**src/rtl/ex_cdiv_sequencer_pkg.sv**
```systemverilog
`default_nettype none
// ============================================================================
//  Module      : ex_pkg
//  Description : Shared constants for the EX-stage complex divide sequencer:
//                opcode values, FSM state encoding, component widths and
//                helpers to pack/unpack {re,im} operand words.
//  Revision    : 1.0 - initial release
// ============================================================================
package ex_pkg;

  // EX-stage opcodes; the sequencer is started by the decoder on DIV_OP.
  localparam logic [3:0] ADD_OP = 4'b0000;
  localparam logic [3:0] SUB_OP = 4'b0001;
  localparam logic [3:0] MUL_OP = 4'b0010;
  localparam logic [3:0] DIV_OP = 4'b0011;

  // Signed width of one complex component and numerator magnitude width.
  // NUM_W is also the number of divider iterations per quotient.
  localparam int CDIV_W     = 8;
  localparam int CDIV_NUM_W = 2 * CDIV_W + 1;

  typedef enum logic [2:0] {
    ST_IDLE   = 3'd0,
    ST_CALC   = 3'd1,
    ST_DIV_RE = 3'd2,
    ST_DIV_IM = 3'd3,
    ST_DONE   = 3'd4
  } cdiv_state_e;

  function automatic logic [2*CDIV_W-1:0] cdiv_pack(input logic [CDIV_W-1:0] re,
                                                     input logic [CDIV_W-1:0] im);
    return {re, im};
  endfunction

  function automatic logic [CDIV_W-1:0] cdiv_re(input logic [2*CDIV_W-1:0] x);
    return x[2*CDIV_W-1:CDIV_W];
  endfunction

  function automatic logic [CDIV_W-1:0] cdiv_im(input logic [2*CDIV_W-1:0] x);
    return x[CDIV_W-1:0];
  endfunction

endpackage
`default_nettype wire

```
**src/rtl/ex_cdiv_sequencer_cdiv_unit.sv**
```systemverilog
`default_nettype none
// ============================================================================
//  Module      : cdiv_unit
//  Description : Iterative restoring unsigned divider, one quotient bit per
//                cycle. A start pulse loads num/den; the quotient is produced
//                exactly NUM_W cycles later, signalled by a one-cycle 'done'
//                during which 'quotient' holds the final value. A start in the
//                same cycle as 'done' is accepted so divides can be chained.
//                'abort' cancels any divide in flight.
//  Ports       : clk, rst_n (sync, active low), start, abort,
//                num[NUM_W-1:0], den[DEN_W-1:0] -> done, quotient[NUM_W-1:0]
//  Revision    : 1.0 - initial release
// ============================================================================
module cdiv_unit #(
  parameter int NUM_W = 17,
  parameter int DEN_W = 16
) (
  input  logic             clk,
  input  logic             rst_n,
  input  logic             start,
  input  logic             abort,
  input  logic [NUM_W-1:0] num,
  input  logic [DEN_W-1:0] den,
  output logic             done,
  output logic [NUM_W-1:0] quotient
);

  localparam int CNT_W = $clog2(NUM_W + 1);
  localparam logic [CNT_W-1:0] LAST_CNT = CNT_W'(NUM_W - 1);

  logic [DEN_W-1:0] rem_q, rem_d;
  logic [NUM_W-1:0] quo_q, quo_d;
  logic [DEN_W-1:0] den_q, den_d;
  logic [CNT_W-1:0] cnt_q, cnt_d;
  logic             run_q, run_d;

  logic [DEN_W:0]   rem_sh;
  logic [DEN_W:0]   rem_sub;
  logic             fits;

  always_comb begin
    // Partial remainder is always < den, so one extra bit covers the shift.
    rem_sh   = {rem_q, quo_q[NUM_W-1]};
    rem_sub  = rem_sh - {1'b0, den_q};
    fits     = (rem_sh >= {1'b0, den_q});
    quotient = {quo_q[NUM_W-2:0], fits};
    done     = run_q && !abort && (cnt_q == LAST_CNT);

    rem_d = rem_q;
    quo_d = quo_q;
    den_d = den_q;
    cnt_d = cnt_q;
    run_d = run_q;

    if (abort) begin
      run_d = 1'b0;
    end else if (start) begin
      rem_d = '0;
      quo_d = num;
      den_d = den;
      cnt_d = '0;
      run_d = 1'b1;
    end else if (run_q) begin
      rem_d = fits ? rem_sub[DEN_W-1:0] : rem_sh[DEN_W-1:0];
      quo_d = quotient;
      cnt_d = cnt_q + CNT_W'(1);
      if (cnt_q == LAST_CNT) begin
        run_d = 1'b0;
      end
    end
  end

  always_ff @(posedge clk) begin
    if (!rst_n) begin
      rem_q <= '0;
      quo_q <= '0;
      den_q <= '0;
      cnt_q <= '0;
      run_q <= 1'b0;
    end else begin
      rem_q <= rem_d;
      quo_q <= quo_d;
      den_q <= den_d;
      cnt_q <= cnt_d;
      run_q <= run_d;
    end
  end

endmodule
`default_nettype wire

```
**src/rtl/ex_cdiv_sequencer.sv**
```systemverilog
`default_nettype none
// ============================================================================
//  Module      : ex_cdiv_sequencer
//  Description : EX-stage multi-cycle complex divide controller.
//                q = ((ac+bd) + (bc-ad)i) / (c^2+d^2) for A={a,b}, B={c,d}.
//                One shared iterative divider computes the real then the
//                imaginary quotient; each is sign-restored and saturated.
//                Holds the front end via 'stall' until the result retires.
//  Ports       : clk, rst_n (sync, active low), start, flush,
//                Data_A/Data_B[2W-1:0] {re,im}, C_Reg[7:0]
//                -> stall, busy, result_valid, Result[2W-1:0],
//                   C_Reg_Out[7:0], div_by_zero, overflow
//  Revision    : 1.0 - initial release
// ============================================================================
module ex_cdiv_sequencer
  import ex_pkg::*;
#(
  parameter int W     = CDIV_W,
  parameter int NUM_W = 2 * W + 1
) (
  input  logic           clk,
  input  logic           rst_n,
  input  logic           start,
  input  logic           flush,
  input  logic [2*W-1:0] Data_A,
  input  logic [2*W-1:0] Data_B,
  input  logic [7:0]     C_Reg,
  output logic           stall,
  output logic           busy,
  output logic           result_valid,
  output logic [2*W-1:0] Result,
  output logic [7:0]     C_Reg_Out,
  output logic           div_by_zero,
  output logic           overflow
);

  localparam int PW  = 2 * W;
  localparam int NW1 = NUM_W + 1;
  localparam logic [NUM_W-1:0] POS_LIM = NUM_W'((1 << (W - 1)) - 1);
  localparam logic [NUM_W-1:0] NEG_LIM = NUM_W'(1 << (W - 1));

  cdiv_state_e state_q, state_d;

  logic signed [W-1:0] a_q, a_d, b_q, b_d, c_q, c_d, d_q, d_d;
  logic [7:0]          creg_q, creg_d;
  logic                re_neg_q, re_neg_d, im_neg_q, im_neg_d;
  logic [NUM_W-1:0]    im_mag_q, im_mag_d;
  logic [PW-1:0]       den_q, den_d;
  logic [W-1:0]        res_re_q, res_re_d, res_im_q, res_im_d;
  logic                ovf_q, ovf_d, dbz_q, dbz_d;

  logic signed [PW-1:0]  p_ac, p_bd, p_bc, p_ad, p_cc, p_dd;
  logic signed [NUM_W:0] nr_calc, ni_calc;
  logic [PW-1:0]         den_calc;
  logic [W:0]            sat_res;

  logic                  div_start, div_done;
  logic [NUM_W-1:0]      div_num, div_quot;
  logic [PW-1:0]         div_den;

  // |x| of a signed numerator; the magnitude always fits in NUM_W bits.
  function automatic logic [NUM_W-1:0] mag_of(input logic signed [NUM_W:0] x);
    return x[NUM_W] ? (~x[NUM_W-1:0] + NUM_W'(1)) : x[NUM_W-1:0];
  endfunction

  // Restore the sign and clamp to the W-bit signed range; MSB flags a clamp.
  function automatic logic [W:0] saturate(input logic neg, input logic [NUM_W-1:0] mag);
    logic [W:0] r;
    if (!neg) begin
      if (mag > POS_LIM) r = {1'b1, 1'b0, {(W-1){1'b1}}};
      else               r = {1'b0, mag[W-1:0]};
    end else begin
      if (mag > NEG_LIM) r = {1'b1, 1'b1, {(W-1){1'b0}}};
      else               r = {1'b0, ~mag[W-1:0] + W'(1)};
    end
    return r;
  endfunction

  cdiv_unit #(
    .NUM_W (NUM_W),
    .DEN_W (PW)
  ) u_cdiv_unit (
    .clk      (clk),
    .rst_n    (rst_n),
    .start    (div_start),
    .abort    (flush),
    .num      (div_num),
    .den      (div_den),
    .done     (div_done),
    .quotient (div_quot)
  );

  always_comb begin
    // Products of two W-bit signed values always fit in 2W signed bits.
    p_ac = PW'(a_q) * PW'(c_q);
    p_bd = PW'(b_q) * PW'(d_q);
    p_bc = PW'(b_q) * PW'(c_q);
    p_ad = PW'(a_q) * PW'(d_q);
    p_cc = PW'(c_q) * PW'(c_q);
    p_dd = PW'(d_q) * PW'(d_q);
    nr_calc  = NW1'(p_ac) + NW1'(p_bd);
    ni_calc  = NW1'(p_bc) - NW1'(p_ad);
    // Both squares are non-negative; their sum (max 2^(2W-1)) fits unsigned.
    den_calc = p_cc + p_dd;
    sat_res  = saturate((state_q == ST_DIV_RE) ? re_neg_q : im_neg_q, div_quot);
  end

  always_comb begin
    state_d  = state_q;
    a_d      = a_q;
    b_d      = b_q;
    c_d      = c_q;
    d_d      = d_q;
    creg_d   = creg_q;
    re_neg_d = re_neg_q;
    im_neg_d = im_neg_q;
    im_mag_d = im_mag_q;
    den_d    = den_q;
    res_re_d = res_re_q;
    res_im_d = res_im_q;
    ovf_d    = ovf_q;
    dbz_d    = dbz_q;
    div_start = 1'b0;
    div_num   = im_mag_q;
    div_den   = den_q;

    unique case (state_q)
      ST_IDLE: begin
        if (start && !flush) begin
          state_d  = ST_CALC;
          a_d      = Data_A[2*W-1:W];
          b_d      = Data_A[W-1:0];
          c_d      = Data_B[2*W-1:W];
          d_d      = Data_B[W-1:0];
          creg_d   = C_Reg;
          res_re_d = '0;
          res_im_d = '0;
          ovf_d    = 1'b0;
          dbz_d    = 1'b0;
        end
      end
      ST_CALC: begin
        if (flush) begin
          state_d = ST_IDLE;
        end else begin
          re_neg_d = nr_calc[NUM_W];
          im_neg_d = ni_calc[NUM_W];
          im_mag_d = mag_of(ni_calc);
          den_d    = den_calc;
          if (den_calc == '0) begin
            dbz_d   = 1'b1;
            state_d = ST_DONE;
          end else begin
            // Real quotient starts straight from the combinational numerator.
            div_start = 1'b1;
            div_num   = mag_of(nr_calc);
            div_den   = den_calc;
            state_d   = ST_DIV_RE;
          end
        end
      end
      ST_DIV_RE: begin
        if (flush) begin
          state_d = ST_IDLE;
        end else if (div_done) begin
          res_re_d  = sat_res[W-1:0];
          ovf_d     = ovf_q | sat_res[W];
          // Chain the imaginary divide in the same cycle: no idle gap.
          div_start = 1'b1;
          state_d   = ST_DIV_IM;
        end
      end
      ST_DIV_IM: begin
        if (flush) begin
          state_d = ST_IDLE;
        end else if (div_done) begin
          res_im_d = sat_res[W-1:0];
          ovf_d    = ovf_q | sat_res[W];
          state_d  = ST_DONE;
        end
      end
      ST_DONE: begin
        state_d = ST_IDLE;
      end
      default: begin
        state_d = ST_IDLE;
      end
    endcase
  end

  always_ff @(posedge clk) begin
    if (!rst_n) begin
      state_q  <= ST_IDLE;
      a_q      <= '0;
      b_q      <= '0;
      c_q      <= '0;
      d_q      <= '0;
      creg_q   <= '0;
      re_neg_q <= 1'b0;
      im_neg_q <= 1'b0;
      im_mag_q <= '0;
      den_q    <= '0;
      res_re_q <= '0;
      res_im_q <= '0;
      ovf_q    <= 1'b0;
      dbz_q    <= 1'b0;
    end else begin
      state_q  <= state_d;
      a_q      <= a_d;
      b_q      <= b_d;
      c_q      <= c_d;
      d_q      <= d_d;
      creg_q   <= creg_d;
      re_neg_q <= re_neg_d;
      im_neg_q <= im_neg_d;
      im_mag_q <= im_mag_d;
      den_q    <= den_d;
      res_re_q <= res_re_d;
      res_im_q <= res_im_d;
      ovf_q    <= ovf_d;
      dbz_q    <= dbz_d;
    end
  end

  always_comb begin
    stall = 1'b0;
    unique case (state_q)
      // In IDLE the stall must rise with the decoded start so the front end
      // does not advance past the divide; a flush or reset cancels it.
      ST_IDLE:                        stall = start && !flush && rst_n;
      ST_CALC, ST_DIV_RE, ST_DIV_IM:  stall = !flush;
      default:                        stall = 1'b0;
    endcase
  end

  assign busy         = (state_q != ST_IDLE);
  assign result_valid = (state_q == ST_DONE);
  assign Result       = {res_re_q, res_im_q};
  assign C_Reg_Out    = creg_q;
  assign div_by_zero  = dbz_q;
  assign overflow     = ovf_q;

endmodule
`default_nettype wire

```
**config.mk**
```make
export PLATFORM = sky130hd
export DESIGN_NAME = ex_cdiv_sequencer
export DESIGN_NICKNAME = d
export VERILOG_FILES = /design/src/rtl/ex_cdiv_sequencer_pkg.sv /design/src/rtl/ex_cdiv_sequencer_cdiv_unit.sv /design/src/rtl/ex_cdiv_sequencer.sv
export SDC_FILE = /design/constraint.sdc
export NUM_CORES = 1
export LEC_CHECK = 0
export ABC_AREA = 0
export BUFFER_PORTS_ARGS = -buffer_cell sky130_fd_sc_hd__buf_2
export CAP_MARGIN = 20
export CORE_MARGIN = 1.5
export CORE_UTILIZATION = 35
export DETAILED_ROUTE_END_ITERATION = 10
export PLACE_DENSITY = 0.5
export SLEW_MARGIN = 30
export SYNTH_ARGS = -nofsm -noshare
export SYNTH_HDL_FRONTEND = slang
export SYNTH_SLANG_ARGS = --single-unit
export TNS_END_PERCENT = 100
```
**constraint.sdc**
```tcl
create_clock -name clk -period 10.26 [get_ports clk]
set_input_delay 0.513 -clock clk [delete_from_list [all_inputs] [get_ports clk]]
set_output_delay 0.513 -clock clk [all_outputs]
set_load 0.02 [all_outputs]
```
==> metrics.cfg <==
[layout]
diodes=0
syn2layout_area_growth_pct=7.912
layout_commonest_cell=inv_1
n_fill_cell=6736
stdcell_area_um2=25020
multi_input_area_um2=17960
ff_latch_area_um2=3023
drive_gt1_share_pct=7.280
layout.nets=3275
final_cell_mix=inv_1 (459), fa_1 (391), nand2_1 (324), ha_1 (188), and2_1 (177)
fin_util_pct=38.12

[detailed_routing]
drt_iter0_markers=835
vias=17146
viasPerCell=4.859
detail_route.first_pass.iterations=7
wl_met3_mm=2.168
top_layer=met4
drc=0
wl_met2_mm=28.59
m1WireLength_mm=28.18
drt_wl_total_mm=59.92
routedWlPerCell_um=16.98
ant_nets=0

[floorplanning]
ios=73
die_h_um=260.4
core-area_um2=65630
start_util_pct=35.33
fp.dieW_um=260.4
die_area_um2=67800
rows=94

[timing]
rsz0062_at_grt=false
fin_setup_tns_ns=0
slew_violations=0
fmax_mhz=120.7
timing.final.crit_share_pct=80.72
holdWs_ns=0.2902
finalHoldViolations=0
slew-limit-headroom_pct=38.77
worst_pin_slew_ns=0.9163
post-route-min-period_ns=8.282
setup_viol=0
fin_skew_ns=0.01669

[logic_synthesis]
seq_area_frac_synth_pct=13.04
synth_nets=3274
syn-cell-area_um2=23180
async_flop_share_pct=0
yosysTopAreaCell=fa_1
synth_edf_count=0
synthFlopType=dfxtp_1
synth_area_leaders=fa_1 (34%), dfxtp_1 (13%), ha_1 (10%), inv_1 (7.4%), nand2_1 (5.2%)
synthCells=2651
synth_cell_types=75
synth_top_area_share_pct=33.76
synth-seq-cells=151
syn_avg_cell_area_um2=8.746
ys_warn_count=0

[global_routing]
grt_max_degree=88
grt_pass1_vias=17841
grt.overflow.total=0
antenna_found_initial=1
grt_pass1_wl_mm=97.57
track_usage_pct=18.45

[cts]
cts_root_buf=clkbuf_16
insertion_delay_ns=0.46
cts.sinks=151
cts_tree=yes
ctsHoldBuffers=0
cts.clk_slew.worst_paths_ns=0.07
cts_buffers=17
post-cts-setup-buffers=0
h-tree-depth=4
ctsResizeCount=0
cts.path.max_buffers=2

[place]
gp_congestion=0.8454
placedInstanceArea_um2=24420
io_buffers=72
hpwl_mm=47.31

[setup_path]
timing.rr.start=d_q[7]$_SDFFE_PN0P_
cp.arrival_ns=8.66
critPathKind=reg2reg
crit_required_ns=10.64
startpoint_type=flip-flop
worstSetupStartpoint=d_q[7]$_SDFFE_PN0P_
worst_setup_path_end_kind=flip-flop
worstPathMaxFanout=20

[outcome]
status=finished, final reports clean

[job]
cap_violations=0

[power_and_ir_drop]
irDropWorstVdd_v=0.0001150
p_leak_nw=11.78
total_power_mw=2.644
power.density_nw_per_um2=105.7

[worst_hold_path]
hold_path_startpoint=Data_B[2]
hold_class=in2reg

[worst max-delay path, cell delays in order, from the launching register on]
cell,delay [ns]
dfxtp_1,0.70
inv_1,0.14
buf_4,0.26
nor2_1,0.57
fa_1,0.56
fa_1,0.50
fa_1,0.56
fa_1,0.43
fa_1,0.49
inv_1,0.05
fa_1,0.47
inv_1,0.04
ha_1,0.33
o211ai_1,0.34
a21oi_1,0.13
a221oi_2,0.39
o21ai_0,0.18
xnor2_1,0.27
or4_4,0.22
and2_1,0.70
buf_4,0.35
o21ai_0,0.10
and3_1,0.19
a311oi_2,0.21
[layer usage]
metal  global-route usage, %  up-vias
li1                        -     8335
met1                   25.20     8481
met2                   30.72      279
met3                   2.797       51
met4                   4.207        0
met5                       0        -
[worst paths after layout]
check | endpoint | slack, ns | cells past startpoint
max | u_cdiv_unit.quo_q[9]$_SDFFE_PN0P_ | 1.98 | 23
min | d_q[2]$_SDFFE_PN0P_ | 0.29 | 3
min reg2reg | d_q[5]$_SDFFE_PN0P_ | 0.46 | 2
max reg2reg | u_cdiv_unit.quo_q[9]$_SDFFE_PN0P_ | 1.98 | 23
[Yosys cell counts (31+ instances only)]
cell      instances
a21oi_1         132
and2_1          177
clkbuf_1        109
dfxtp_1         151
fa_1            391
ha_1            188
inv_1           459
nand2_1         324
nor2_1          172
o21ai_0          39
xnor2_1          86
xor2_1           31
[registers in the layout (all words and copies together) (netlist names), 3 cells and up]
register,flops
state_q,3
C_Reg_Out,8
u_cdiv_unit.rem_q,16
a_q,8
c_q,8
res_re_q,8
b_q,8
d_q,8
res_im_q,8
u_cdiv_unit.den_q,16
den_q,16
im_mag_q,17
u_cdiv_unit.cnt_q,5
u_cdiv_unit.quo_q,17
[report_power, final]
group | internal (mW) | switching, mW | leakage [nW]
Clock | 0.371 | 0.286 | 0.296
Sequential | 0.605 | 0.0283 | 1.22
Combinational | 0.518 | 0.836 | 10.3
Total | 1.49 | 1.15 | 11.8
[kinds of logic after synthesis]
group                    share of synthesized area (%)
AO/OA/AOI/OAI                                    10.23
XOR/XNOR                                         4.587
adder cells (fa/ha/maj)                          43.91
buffers and inverters                            9.628
flip-flops                                       13.04
multiplexers                                     1.236
AND/OR/NAND/NOR                                  17.37
[area by class of cell]
cell class / count / share of cell area, %
clock buffers: 18 / 1.755
clock inverters: 14 / 0.6451
inverters: 461 / 6.926
multi-input cells: 1917 / 71.77
flip-flops and latches: 151 / 12.08
well taps: 864 / 4.321
repair buffers: 104 / 2.495
[per-stage QoR]
step                setup slack (ns)  cells
global placement               2.194   3496
global route                   1.366   3529
floorplan                      3.017   2651
detailed placement             1.843   3497
finish                         1.978   3529
CTS                            1.841   3529
(Power assumes the default switching activity.)
